--- config.mk ---
export PLATFORM = sky130hd
export DESIGN_NAME = rgb_frame_buffer
export DESIGN_NICKNAME = d
export VERILOG_FILES = /design/src/rtl/rgb_frame_buffer.sv
export SDC_FILE = /design/constraint.sdc
export NUM_CORES = 1
export LEC_CHECK = 0
export ABC_CLOCK_PERIOD_IN_PS = 3900
export BUFFER_PORTS_ARGS = -buffer_cell sky130_fd_sc_hd__buf_2
export CAP_MARGIN = 20
export CORE_UTILIZATION = 65
export DETAILED_ROUTE_END_ITERATION = 8
export PLACE_DENSITY = 0.83
export SYNTH_ARGS = -nofsm -noshare
export SYNTH_HDL_FRONTEND = slang
export SYNTH_SLANG_ARGS = --single-unit
--- constraint.sdc ---
create_clock -name clk -period 3.9 [get_ports clk]
set_input_delay 0.195 -clock clk [delete_from_list [all_inputs] [get_ports clk]]
set_output_delay 0.195 -clock clk [all_outputs]
set_load 0.03 [all_outputs]
--- src/rtl/rgb_frame_buffer.sv ---
// rgb_frame_buffer: one-frame, N-channel pixel buffer.
// The write side is a frame-sequenced stream with an auto-incrementing
// address driven by a 3-state FSM. The read side is random-access with a
// registered, valid-tagged output.
// Optional macro RGB_FRAME_BUFFER_BYPASS_EN: a same-cycle read and write to the
// same in-range address returns the incoming wr_data (write-first) instead of
// the stored word (read-first, the default build).
module rgb_frame_buffer #(
    parameter int DATA_WIDTH = 8,
    parameter int N_CH       = 3,
    parameter int ADD_WIDTH  = 4,
    parameter int A_MAX      = 16
) (
    input  logic                         clk,
    input  logic                         rst,
    input  logic                         wr_sof,
    input  logic                         wr_valid,
    input  logic [N_CH*DATA_WIDTH-1:0]   wr_data,
    output logic [ADD_WIDTH-1:0]         wr_addr_o,
    output logic                         frame_done,
    output logic                         frame_ready,
    output logic                         wr_overflow,
    input  logic                         rd_en,
    input  logic [ADD_WIDTH-1:0]         rd_addr,
    output logic [N_CH*DATA_WIDTH-1:0]   rd_data,
    output logic                         rd_valid
);

    localparam int                     PW        = N_CH * DATA_WIDTH;
    localparam logic [ADD_WIDTH-1:0]   LAST_ADDR = ADD_WIDTH'(A_MAX - 1);
    localparam logic [ADD_WIDTH:0]     DEPTH     = (ADD_WIDTH + 1)'(A_MAX);

    typedef enum logic [1:0] {
        IDLE,
        WRITING,
        FULL
    } wr_state_e;

    wr_state_e              state_q, state_d;
    logic [ADD_WIDTH-1:0]   addr_q, addr_d;
    logic                   done_q, done_d;
    logic                   ready_q, ready_d;
    logic                   ovf_q, ovf_d;
    logic                   rd_valid_q;
    logic [PW-1:0]          rd_data_q, rd_data_d;

    logic                   wr_req;
    logic                   wr_en;
    logic [ADD_WIDTH-1:0]   wr_waddr;
    logic                   rd_in_range;

    logic [PW-1:0]          mem_q [A_MAX];

    // Write FSM next state, address sequencing and flag pulses.
    // wr_sof takes priority over the current state, including FULL.
    always_comb begin
        state_d  = state_q;
        addr_d   = addr_q;
        done_d   = 1'b0;
        ready_d  = ready_q;
        ovf_d    = 1'b0;
        wr_req   = 1'b0;
        wr_waddr = addr_q;
        if (wr_sof) begin
            state_d = WRITING;
            addr_d  = '0;
            ready_d = 1'b0;
            if (wr_valid) begin
                wr_req   = 1'b1;
                wr_waddr = '0;
                if (LAST_ADDR == '0) begin
                    state_d = FULL;
                    done_d  = 1'b1;
                    ready_d = 1'b1;
                end else begin
                    addr_d = ADD_WIDTH'(1);
                end
            end
        end else begin
            case (state_q)
                IDLE: begin
                    if (wr_valid) ovf_d = 1'b1;
                end
                WRITING: begin
                    if (wr_valid) begin
                        wr_req = 1'b1;
                        if (addr_q == LAST_ADDR) begin
                            state_d = FULL;
                            done_d  = 1'b1;
                            ready_d = 1'b1;
                        end else begin
                            addr_d = addr_q + ADD_WIDTH'(1);
                        end
                    end
                end
                FULL: begin
                    if (wr_valid) ovf_d = 1'b1;
                end
                default: state_d = IDLE;
            endcase
        end
    end

    // Reset blocks memory writes so a mid-frame reset leaves contents untouched.
    assign wr_en       = wr_req & ~rst;
    assign rd_in_range = {1'b0, rd_addr} < DEPTH;

    // Read data selection: out-of-range reads return zero; hold when idle.
    always_comb begin
        rd_data_d = rd_data_q;
        if (rd_en) begin
            if (!rd_in_range) begin
                rd_data_d = '0;
`ifdef RGB_FRAME_BUFFER_BYPASS_EN
            end else if (wr_en && (wr_waddr == rd_addr)) begin
                rd_data_d = wr_data;
`endif
            end else begin
                rd_data_d = mem_q[rd_addr];
            end
        end
    end

    // Write FSM, address and flag registers.
    always_ff @(posedge clk) begin
        if (rst) begin
            state_q <= IDLE;
            addr_q  <= '0;
            done_q  <= 1'b0;
            ready_q <= 1'b0;
            ovf_q   <= 1'b0;
        end else begin
            state_q <= state_d;
            addr_q  <= addr_d;
            done_q  <= done_d;
            ready_q <= ready_d;
            ovf_q   <= ovf_d;
        end
    end

    // Read output register; reset discards any in-flight read.
    always_ff @(posedge clk) begin
        if (rst) begin
            rd_valid_q <= 1'b0;
            rd_data_q  <= '0;
        end else begin
            rd_valid_q <= rd_en;
            rd_data_q  <= rd_data_d;
        end
    end

    // Pixel storage, deliberately not reset.
    always_ff @(posedge clk) begin
        if (wr_en) mem_q[wr_waddr] <= wr_data;
    end

    assign wr_addr_o   = addr_q;
    assign frame_done  = done_q;
    assign frame_ready = ready_q;
    assign wr_overflow = ovf_q;
    assign rd_data     = rd_data_q;
    assign rd_valid    = rd_valid_q;

endmodule
==> impl_metrics.ini, run 1 <==
[floorplan]
design.die.area_sq_um = 25370
start_util_pct = 66.11
floorplan.die.width_microns = 159.3
ioPinCount = 65
floorplan.rows = 57
core-area_sq_um = 24320
die-height_microns = 159.3

[placed_design]
placed_cell_area_sq_um = 16670
dpl.hpwl_microns = 18610
place.gp.congestion = 0.8174
port_buffers = 64

[cts]
cts_made_buffers = 40
cts_root_buf = sky130_fd_sc_hd__clkbuf_16
tritoncts = yes
cts_num_sinks = 418
path_clk_slew_ps = 60
h_tree_level_count = 2
clock_tree.buffer_depth = 3
cts.repair_timing.setup_buffer_count = 0
clock_latency_ps = 530

[global_route]
grt_util_all_layers_pct = 26.85
globalRouteMet2Util_pct = 42.56
antenna_found_initial = 0
first_global_vias = 8795
grtUsageMet3_pct = 5.574
grt_start_max_net_pins = 79
grt_pass1_wl_microns = 50260
grt_use_met1_pct = 37.34
grt_overflow_total = 0
grt_most_used_layer = met2

[worst_setup_path]
worstPathCellList = and2b_1, and3_1, nand3b_1, nor2_4
critPathCaptureType = flop
worst_setup_path_start_kind = flop
critical-path-max-stage-delay_ps = 800
cpLargestDelayFamily = simple AND/OR/NAND/NOR gates
timing.setup.critical_path_class = reg -> reg
cp.buffers_inverters = 0
arrival_ps = 2580
timing.critical_path.required_ps = 4050
crit_slowest_cell = sky130_fd_sc_hd__nor2_4
crit_fanout = 24

[yosys]
netlist.top_cell.by_area = sky130_fd_sc_hd__edfxtp_1
synth_area_sq_um = 16080
sequential_share_of_the_synthesized_area_pct = 75.96
synth.top_cells.by_area = sky130_fd_sc_hd__edfxtp_1 (72%), sky130_fd_sc_hd__mux2i_1 (12%), sky130_fd_sc_hd__dfxtp_1 (4.2%)
synth_warnings = 0
synth.ff_latch_count = 418
synth.distinct_cells = 31
post_synth.cell_area_avg_sq_um = 17.07
netlist_instances = 942
netlist.area_leader.share_pct = 71.73
synth_fp_nets = 976

[status]
run_status = finished clean

[sta]
rsz0062_at_grt = false
maxSlewHeadroom_pct = 40.20
worstMarginPinSlew_ps = 894.8
highest_attainable_clock_frequency_ghz = 0.4122
timing_max_transition_violations_final = 0
timing.final.crit_period_ps = 2426
post-route-period-util_pct = 62.20
finalHoldViolCount = 0
finalClockSkew_ps = 17.26
setup_viol = 0
timing.setup.tns_ps = 0

[finish]
final_cell_mix = sky130_fd_sc_hd__edfxtp_1 (384), sky130_fd_sc_hd__mux2i_1 (193), sky130_fd_sc_hd__nand3_1 (75)
drive_above_1_share_pct = 15.23
design_area_sq_um = 17980
total_nets_final = 1048
num_antenna_cells = 0
final_common_cell = sky130_fd_sc_hd__edfxtp_1
areaGrowthSynthToFinish_pct = 11.87

[hold_path]
hold_path_class = in -> reg

[detailed_routing]
route.antenna.remaining_nets = 0
drtIter0Drc = 886
via_count = 8645
drt-total-wl_microns = 33410
routedWlPerCell_microns = 24.42
drc = 0
drt_first_pass_iters = 8
vias_per_cell = 6.319

[pwr]
power_density_nw_per_um2 = 507.0
pwr-share-seq_pct = 54.2
power_leakage_nw = 6.412
p_sw_mw = 1.945
clock_group_share_of_total_power_pct = 40.7
switching_share_of_total_power_pct = 21.33
ir_worst_vdd_mv = 0.3930
internal_dissipation_mw = 7.173
p_comb_share_pct = 5.1

[run]
maxCapViolations = 0
## power by group through the flow
stage                     Combinational (mW)  Clock, mW  Sequential (mW)
after floorplan                        0.242          0             5.09
after global placement                 0.437          0             5.04
after detailed placement               0.453          0             5.04
after CTS                              0.458       3.72             4.95
after global routing                   0.493       3.90             4.95
final                                  0.463       3.71             4.95
## worst paths after layout
kind	start	end	slack (ps)	cells past startpoint
max	state_q[1]	mem_q[9][16]	1470	4
min	rd_addr[0]	rd_data[18]	30	4
max reg2reg	state_q[1]	mem_q[9][16]	1470	4
min reg2reg	rd_data[21]	rd_data[21]	450	2
## sequential cells by signal, summed over array words and instances (netlist names)
register and count:
rd_data 24, rd_valid 1, wr_overflow 1, frame_done 1, wr_addr_o 4, state_q 2, frame_ready 1, mem_q 384
## cells by family after synthesis
logic type / share of synthesized area (%)
compound gates: 4.358
xor+xnor: 0.1635
fa+ha+maj: 0.07781
buf+inv: 2.405
flops: 75.96
mux: 12.02
simple gates: 5.020
## stage by stage
| step | utilization [%] | std cells | total power, mW | setup slack [ps] | hold slack (ps) |
|---|---|---|---|---|---|
| final | 73.95 | 1368 | 9.118 | 1474 | 27.27 |
| after global routing | 73.95 | 1368 | 9.344 | 1358 | 34.23 |
| after CTS | 73.85 | 1366 | 9.125 | 1415 | 10.01 |
| after global placement | 68.55 | 1290 | 5.477 | 1618 | 431.2 |
| after floorplan | - | 942 | 5.329 | 1529 | 293.9 |
| after detailed placement | 68.55 | 1290 | 5.494 | 1425 | 434.3 |
## metal layers
| metal | vias up | part of all wire, % |
|---|---|---|
| li1 | 3837 | - |
| met1 | 4326 | 41 |
| met2 | 418 | 48 |
| met3 | 64 | 8.4 |
| met4 | 0 | 2.3 |
| met5 | - | 0 |
## final cells by class
| cell class | count | area [sq um] |
|---|---|---|
| clock buffer | 50 | 1080 |
| inverter | 1 | 3.754 |
| fill | 1388 | 6335 |
| timing repair buffer | 83 | 505.5 |
| tap | 324 | 405.4 |
| multi-input combinational | 470 | 3611 |
| sequential | 418 | 12210 |
| clock inverter | 22 | 167.7 |
## what timing repair did
| item | 4_1_cts | 5_1_grt |
|---|---|---|
| hold buffers | 4 | 0 |
| hold endpoints to repair | 6 | 0 |
| gates resized for setup | 0 | 0 |
## worst reg2reg max path, delay by kind of cell (launching register included)
family | cells | cell delay [ps]
flops | 1 | 310
simple gates | 4 | 1720
## cell usage after synthesis
cell	instances
sky130_fd_sc_hd__buf_12	1
sky130_fd_sc_hd__edfxtp_1	384
sky130_fd_sc_hd__nor3_1	4
sky130_fd_sc_hd__dfxtp_1	34
sky130_fd_sc_hd__nand4_1	3
sky130_fd_sc_hd__a21o_1	2
sky130_fd_sc_hd__nor2b_1	3
sky130_fd_sc_hd__nand2_1	50
sky130_fd_sc_hd__nand3b_1	5
sky130_fd_sc_hd__buf_6	17
sky130_fd_sc_hd__and2_1	2
sky130_fd_sc_hd__xor2_1	2
sky130_fd_sc_hd__o21ai_0	1
sky130_fd_sc_hd__xnor2_1	1
sky130_fd_sc_hd__buf_4	5
sky130_fd_sc_hd__a22oi_1	72
sky130_fd_sc_hd__clkbuf_1	15
sky130_fd_sc_hd__buf_2	14
sky130_fd_sc_hd__and3_1	3
sky130_fd_sc_hd__a211oi_1	1
sky130_fd_sc_hd__and4_1	1
sky130_fd_sc_hd__o21a_1	1
sky130_fd_sc_hd__ha_1	1
sky130_fd_sc_hd__mux2i_1	193
sky130_fd_sc_hd__nand3_1	75
sky130_fd_sc_hd__and2b_1	3
sky130_fd_sc_hd__inv_1	1
sky130_fd_sc_hd__nor2_1	21
sky130_fd_sc_hd__nor3b_1	1
sky130_fd_sc_hd__clkbuf_4	1
sky130_fd_sc_hd__a21oi_1	25
Note: power is estimated with default switching activity, not from simulation.
==> run 2: changes to the inputs <==
==> config.mk (replaced) <==
export PLATFORM = sky130hd
export DESIGN_NAME = rgb_frame_buffer
export DESIGN_NICKNAME = d
export VERILOG_FILES = /design/src/rtl/rgb_frame_buffer.sv
export SDC_FILE = /design/constraint.sdc
export NUM_CORES = 1
export LEC_CHECK = 0
export ABC_AREA = 1
export ABC_CLOCK_PERIOD_IN_PS = 2100
export BUFFER_PORTS_ARGS = -buffer_cell sky130_fd_sc_hd__buf_2
export CAP_MARGIN = 20
export CORE_UTILIZATION = 55
export DETAILED_ROUTE_END_ITERATION = 8
export PLACE_DENSITY = 0.75
export SYNTH_ARGS = -nofsm -noshare
export SYNTH_HDL_FRONTEND = slang
export SYNTH_SLANG_ARGS = --single-unit
==> constraint.sdc (replaced) <==
create_clock -name clk -period 2.1 [get_ports clk]
set_input_delay 0.105 -clock clk [delete_from_list [all_inputs] [get_ports clk]]
set_output_delay 0.105 -clock clk [all_outputs]
set_load 0.03 [all_outputs]
==> impl_metrics.ini, run 2 <==
[global_route]
grt_util_all_layers_pct = 26.93
grt_start_max_net_pins = 98
antenna_found_initial = 1
grt_overflow_total = 0
grt_pass1_wl_microns = 62580
first_global_vias = 10960

[sta]
timing.setup.tns_ps = 0
finalClockSkew_ps = 16.87
timing.final.crit_period_ps = 1896
setup_viol = 0
post-route-period-util_pct = 90.30
highest_attainable_clock_frequency_ghz = 0.5273
hold_slack_ps = 10.08
rsz0062_at_grt = false
finalHoldViolCount = 0
maxSlewHeadroom_pct = 36.08
setup_slack_ps = 203.6
worstMarginPinSlew_ps = 958.9
timing_max_transition_violations_final = 0

[cts]
clock_latency_ps = 540
tritoncts = yes
cts_root_buf = sky130_fd_sc_hd__clkbuf_16
number_of_hold_buffers_added_after_cts = 18
post_cts.resized_instances = 0
clock_tree.buffer_depth = 3
h_tree_level_count = 2
cts.repair_timing.setup_buffer_count = 0
cts_made_buffers = 42
cts_num_sinks = 418
path_clk_slew_ps = 60

[finish]
final_cell_mix = sky130_fd_sc_hd__nand2_1 (516), sky130_fd_sc_hd__edfxtp_1 (384), sky130_fd_sc_hd__nand3_1 (317)
regMostFlops = mem_q
drive_above_1_share_pct = 11.71
final_common_cell = sky130_fd_sc_hd__nand2_1
num_antenna_cells = 0
largest_register_ffs = 384
finalCoreUtilization_pct = 64.93
total_nets_final = 1592
areaGrowthSynthToFinish_pct = 15.71

[worst_setup_path]
reg2reg_setup_slack_ps = 240
timing.setup.critical_path_class = in -> reg
worst_setup_path_start_kind = input pin
critPathCaptureType = flop
critical_path.reg2reg.endpoint = mem_q[4][7]
crit_fanout = 11
timing.critical_path.to = mem_q[4][7]
arrival_ps = 2180
timing.critical_path.from = wr_valid
r2r_cells = 4
timing.critical_path.required_ps = 2380
r2r_start = wr_addr_o[0]

[yosys]
netlist.area_leader.share_pct = 68.96
synthArstFlopShare_pct = 0
netlist_instances = 1473
sequential_share_of_the_synthesized_area_pct = 73.03
synth.ff_latch_count = 418
synth.most_common_cell = sky130_fd_sc_hd__nand2_1
post_synth.cell_area_avg_sq_um = 11.35
synth_enable_flop_cells = 384
main_synth_ff_type = sky130_fd_sc_hd__edfxtp_1
netlist.top_cell.by_area = sky130_fd_sc_hd__edfxtp_1
synth_warnings = 0
synth_fp_nets = 1507
synth.distinct_cells = 18
synth_area_sq_um = 16720
synthTopCellsByCount = sky130_fd_sc_hd__nand2_1 (516), sky130_fd_sc_hd__edfxtp_1 (384), sky130_fd_sc_hd__nand3_1 (317)
synth.top_cells.by_area = sky130_fd_sc_hd__edfxtp_1 (69%), sky130_fd_sc_hd__nand2_1 (12%), sky130_fd_sc_hd__nand3_1 (9.5%)

[floorplan]
floorplan.rows = 63
floorplan.die.width_microns = 176.4
core-area_sq_um = 29800
design.die.area_sq_um = 31100
start_util_pct = 56.12
die-height_microns = 176.4
ioPinCount = 65

[detailed_routing]
route.antenna.remaining_nets = 0
vias_per_cell = 5.753
drt-total-wl_microns = 40790
drtIter0Drc = 1457
via_count = 11380
drc = 0
drt_first_pass_iters = 5
routedWlPerCell_microns = 20.62

[pwr]
ir_worst_vdd_mv = 0.6361
power_mw = 17.41
power_leakage_nw = 7.318
power_density_nw_per_um2 = 900.0

[placed_design]
place.gp.congestion = 0.8311
dpl.hpwl_microns = 23650
dp_worst_setup_slack_ps = 243.2
port_buffers = 64

[status]
run_status = finished clean

[run]
maxCapViolations = 0

[hold_path]
hold-path-cell-count = 1
hold_path_class = in -> reg
run 2: cells by family after synthesis:
kind of cell,share of synthesized area [%]
buf+inv,3.599
flops,73.03
simple gates,22.85
compound gates,0.4415
fa+ha+maj,0.07482
run 2: power breakdown:
group | leakage [nW] | internal (mW) | switching (mW) | total, mW
combinational | 2.95 | 0.332 | 0.870 | 1.20
sequential | 3.74 | 9.15 | 0.0284 | 9.18
clock | 0.635 | 4.01 | 3.01 | 7.03
total | 7.32 | 13.5 | 3.91 | 17.4
run 2: critical path, stage by stage:
cell and delay [ps]:
sky130_fd_sc_hd__dlygate4sd3_1 540, sky130_fd_sc_hd__buf_2 130, sky130_fd_sc_hd__nand2_1 180, sky130_fd_sc_hd__inv_1 130
sky130_fd_sc_hd__a21oi_1 750, sky130_fd_sc_hd__nor2_4 110, sky130_fd_sc_hd__buf_4 230
run 2: layout make-up:
class	instances	area, sq um
Sequential cell	418	12210
Clock buffer	55	1161
Clock inverter	19	122.6
Multi-Input combinational cell	926	4028
Inverter	43	163.9
Fill cell	2197	10450
Tap cell	390	488.0
Timing Repair Buffer	127	1172
run 2: layer usage:
metal  wire, microns  track usage, %
met1           17060           38.89
met5               9               0
met3            3943           4.759
met4             834           7.435
met2           18950           42.37
run 2: how the worst min path moves through the flow:
stage / start / endpoint / slack, ps
global route: wr_data[0] / mem_q[15][0] / 7
detailed placement: wr_valid / wr_overflow / 390
finish: wr_data[2] / mem_q[13][2] / 10
CTS: wr_data[10] / mem_q[12][10] / 0.9
floorplan: wr_data[0] / mem_q[0][0] / 200
global placement: wr_valid / wr_overflow / 410
run 2: stage by stage:
stage	cell area, sq um	std cells
2_1_floorplan	16740	1473
3_3_place_gp	17880	1886
3_5_place_dp	17880	1886
4_1_cts	19350	1978
5_1_grt	19350	1978
6_report	19350	1978
==> run 3: changes to the inputs <==
--- a/config.mk
+++ b/config.mk
@@ -5,7 +5,6 @@
 export SDC_FILE = /design/constraint.sdc
 export NUM_CORES = 1
 export LEC_CHECK = 0
-export ABC_AREA = 1
 export ABC_CLOCK_PERIOD_IN_PS = 2100
 export BUFFER_PORTS_ARGS = -buffer_cell sky130_fd_sc_hd__buf_2
 export CAP_MARGIN = 20
==> impl_metrics.ini, run 3 (synthesized netlist as in run 1, its figures left out) <==
[detailed_routing]
vias_per_cell = 5.820
routedWlPerCell_microns = 22.55
drt_first_pass_iters = 5
drtIter0Drc = 951
drc = 0
via_count = 8625
drt-total-wl_microns = 33410
route.antenna.remaining_nets = 0

[hold_path]
whs_endpoint = rd_data[23]
hold_path.startpoint = rd_addr[2]
hold-path-cell-count = 5
hold_path_class = in -> reg

[floorplan]
design.die.area_sq_um = 29920
floorplan.die.width_microns = 173.0
floorplan.rows = 62
ioPinCount = 65
die-height_microns = 173.0
core-area_sq_um = 28700
start_util_pct = 56.01

[worst_setup_path]
r2r_cells = 5
r2r_start = state_q[1]
crit_fanout = 14
critPathCaptureType = flop
reg2reg_setup_slack_ps = 150
timing.critical_path.required_ps = 2300
timing.setup.critical_path_class = reg -> reg
arrival_ps = 2160
critical_path.reg2reg.endpoint = mem_q[9][18]
worst_setup_path_start_kind = flop

[finish]
areaGrowthSynthToFinish_pct = 17.10
finalCoreUtilization_pct = 65.59
regMostFlops = mem_q
drive_above_1_share_pct = 16.58
largest_register_ffs = 384
total_nets_final = 1101
num_antenna_cells = 0
final_cell_mix = sky130_fd_sc_hd__edfxtp_1 (384), sky130_fd_sc_hd__mux2i_1 (193), sky130_fd_sc_hd__nand3_1 (75)
final_common_cell = sky130_fd_sc_hd__edfxtp_1

[run]
maxCapViolations = 0

[pwr]
power_mw = 16.98
power_leakage_nw = 6.743
ir_worst_vdd_mv = 0.7170
power_density_nw_per_um2 = 902.2

[placed_design]
port_buffers = 64
place.gp.congestion = 0.7513
dpl.hpwl_microns = 19160

[global_route]
grt_util_all_layers_pct = 22.68
grt_start_max_net_pins = 49
first_global_vias = 8684
grt_pass1_wl_microns = 50770
grt_overflow_total = 0
antenna_found_initial = 0

[sta]
rsz0062_at_grt = false
finalHoldViolCount = 0
setup_viol = 0
finalClockSkew_ps = 14.33
timing.final.crit_period_ps = 1953
highest_attainable_clock_frequency_ghz = 0.5119
worstMarginPinSlew_ps = 495.4
maxSlewHeadroom_pct = 66.87
post-route-period-util_pct = 93.02
timing_max_transition_violations_final = 0

[cts]
cts_num_sinks = 418
cts_root_buf = sky130_fd_sc_hd__clkbuf_16
clock_tree.buffer_depth = 3
cts_made_buffers = 41
h_tree_level_count = 2
clock_latency_ps = 530
path_clk_slew_ps = 60
tritoncts = yes

[status]
run_status = finished clean
run 3: changes by cell type in the layout (fill, tap and decap cells not counted), moves of 11 or more:
cell | previous run | this run
sky130_fd_sc_hd__nand2_1 | 516 | 50
sky130_fd_sc_hd__nand3_1 | 317 | 75
sky130_fd_sc_hd__mux2i_1 | 0 | 193
sky130_fd_sc_hd__a22oi_1 | 0 | 72
sky130_fd_sc_hd__nor2_1 | 60 | 3
sky130_fd_sc_hd__inv_1 | 40 | 1
sky130_fd_sc_hd__a21oi_1 | 7 | 25
sky130_fd_sc_hd__dlygate4sd3_1 | 18 | 29
run 3: how the worst max path moves through the flow:
stage | from | end | slack (ps) | depth (start not counted)
after global placement | state_q[1] | mem_q[9][0] | 180 | 5
after CTS | state_q[1] | mem_q[9][18] | 130 | 5
after detailed placement | state_q[1] | mem_q[9][2] | 160 | 5
after floorplan | wr_addr_o[3] | mem_q[0][0] | -270 | 4
final | state_q[1] | mem_q[9][18] | 150 | 5
after global routing | state_q[1] | mem_q[9][5] | 40 | 5
run 3: per-stage QoR:
step	setup TNS, ps	setup WS (ps)	std cells	cell area [sq um]	hold WS, ps
floorplan	-69560	-271.4	942	16090	203.9
global placement	0	184.9	1379	17280	378.0
detailed placement	0	164.5	1379	17280	379.9
CTS	0	134.5	1482	18830	145.3
global route	0	36.10	1482	18830	206.3
finish	0	146.6	1482	18830	195.2
run 3: timing repair:
item                                    CTS  global route
hold buffers                             29             0
hold endpoints to repair                377             0
endpoints found under the setup margin    0             0
setup buffers                             0             0
resized for setup                         0             0
run 3: metal layers:
layer | track usage, % | vias to the layer above | part of all wire [%]
met5 | 0 | - | 0
met4 | 7.485 | 0 | 2.2
met3 | 3.188 | 56 | 5.8
met2 | 38.84 | 293 | 50
met1 | 30.05 | 4338 | 42
li1 | - | 3938 | -
run 3: critical path, cell delays in order, from the launching register on:
cell and delay (ps):
sky130_fd_sc_hd__dfxtp_1 310, sky130_fd_sc_hd__and2b_1 260, sky130_fd_sc_hd__and3_1 240, sky130_fd_sc_hd__nand3b_1 340, sky130_fd_sc_hd__nor2_4 220, sky130_fd_sc_hd__buf_4 270
run 3: power breakdown:
| part | switching, mW | internal (mW) |
|---|---|---|
| combinational | 0.590 | 0.326 |
| sequential | 0.0342 | 9.15 |
| clock | 2.89 | 4.00 |
run 3: cell type report:
class / count / area [sq um]
Fill cell: 1970 / 9877
Sequential cell: 418 / 12210
Timing Repair Buffer: 135 / 1249
Multi-Input combinational cell: 470 / 3621
Tap cell: 384 / 480.5
Clock buffer: 56 / 1125
Clock inverter: 18 / 135.1
Inverter: 1 / 3.754
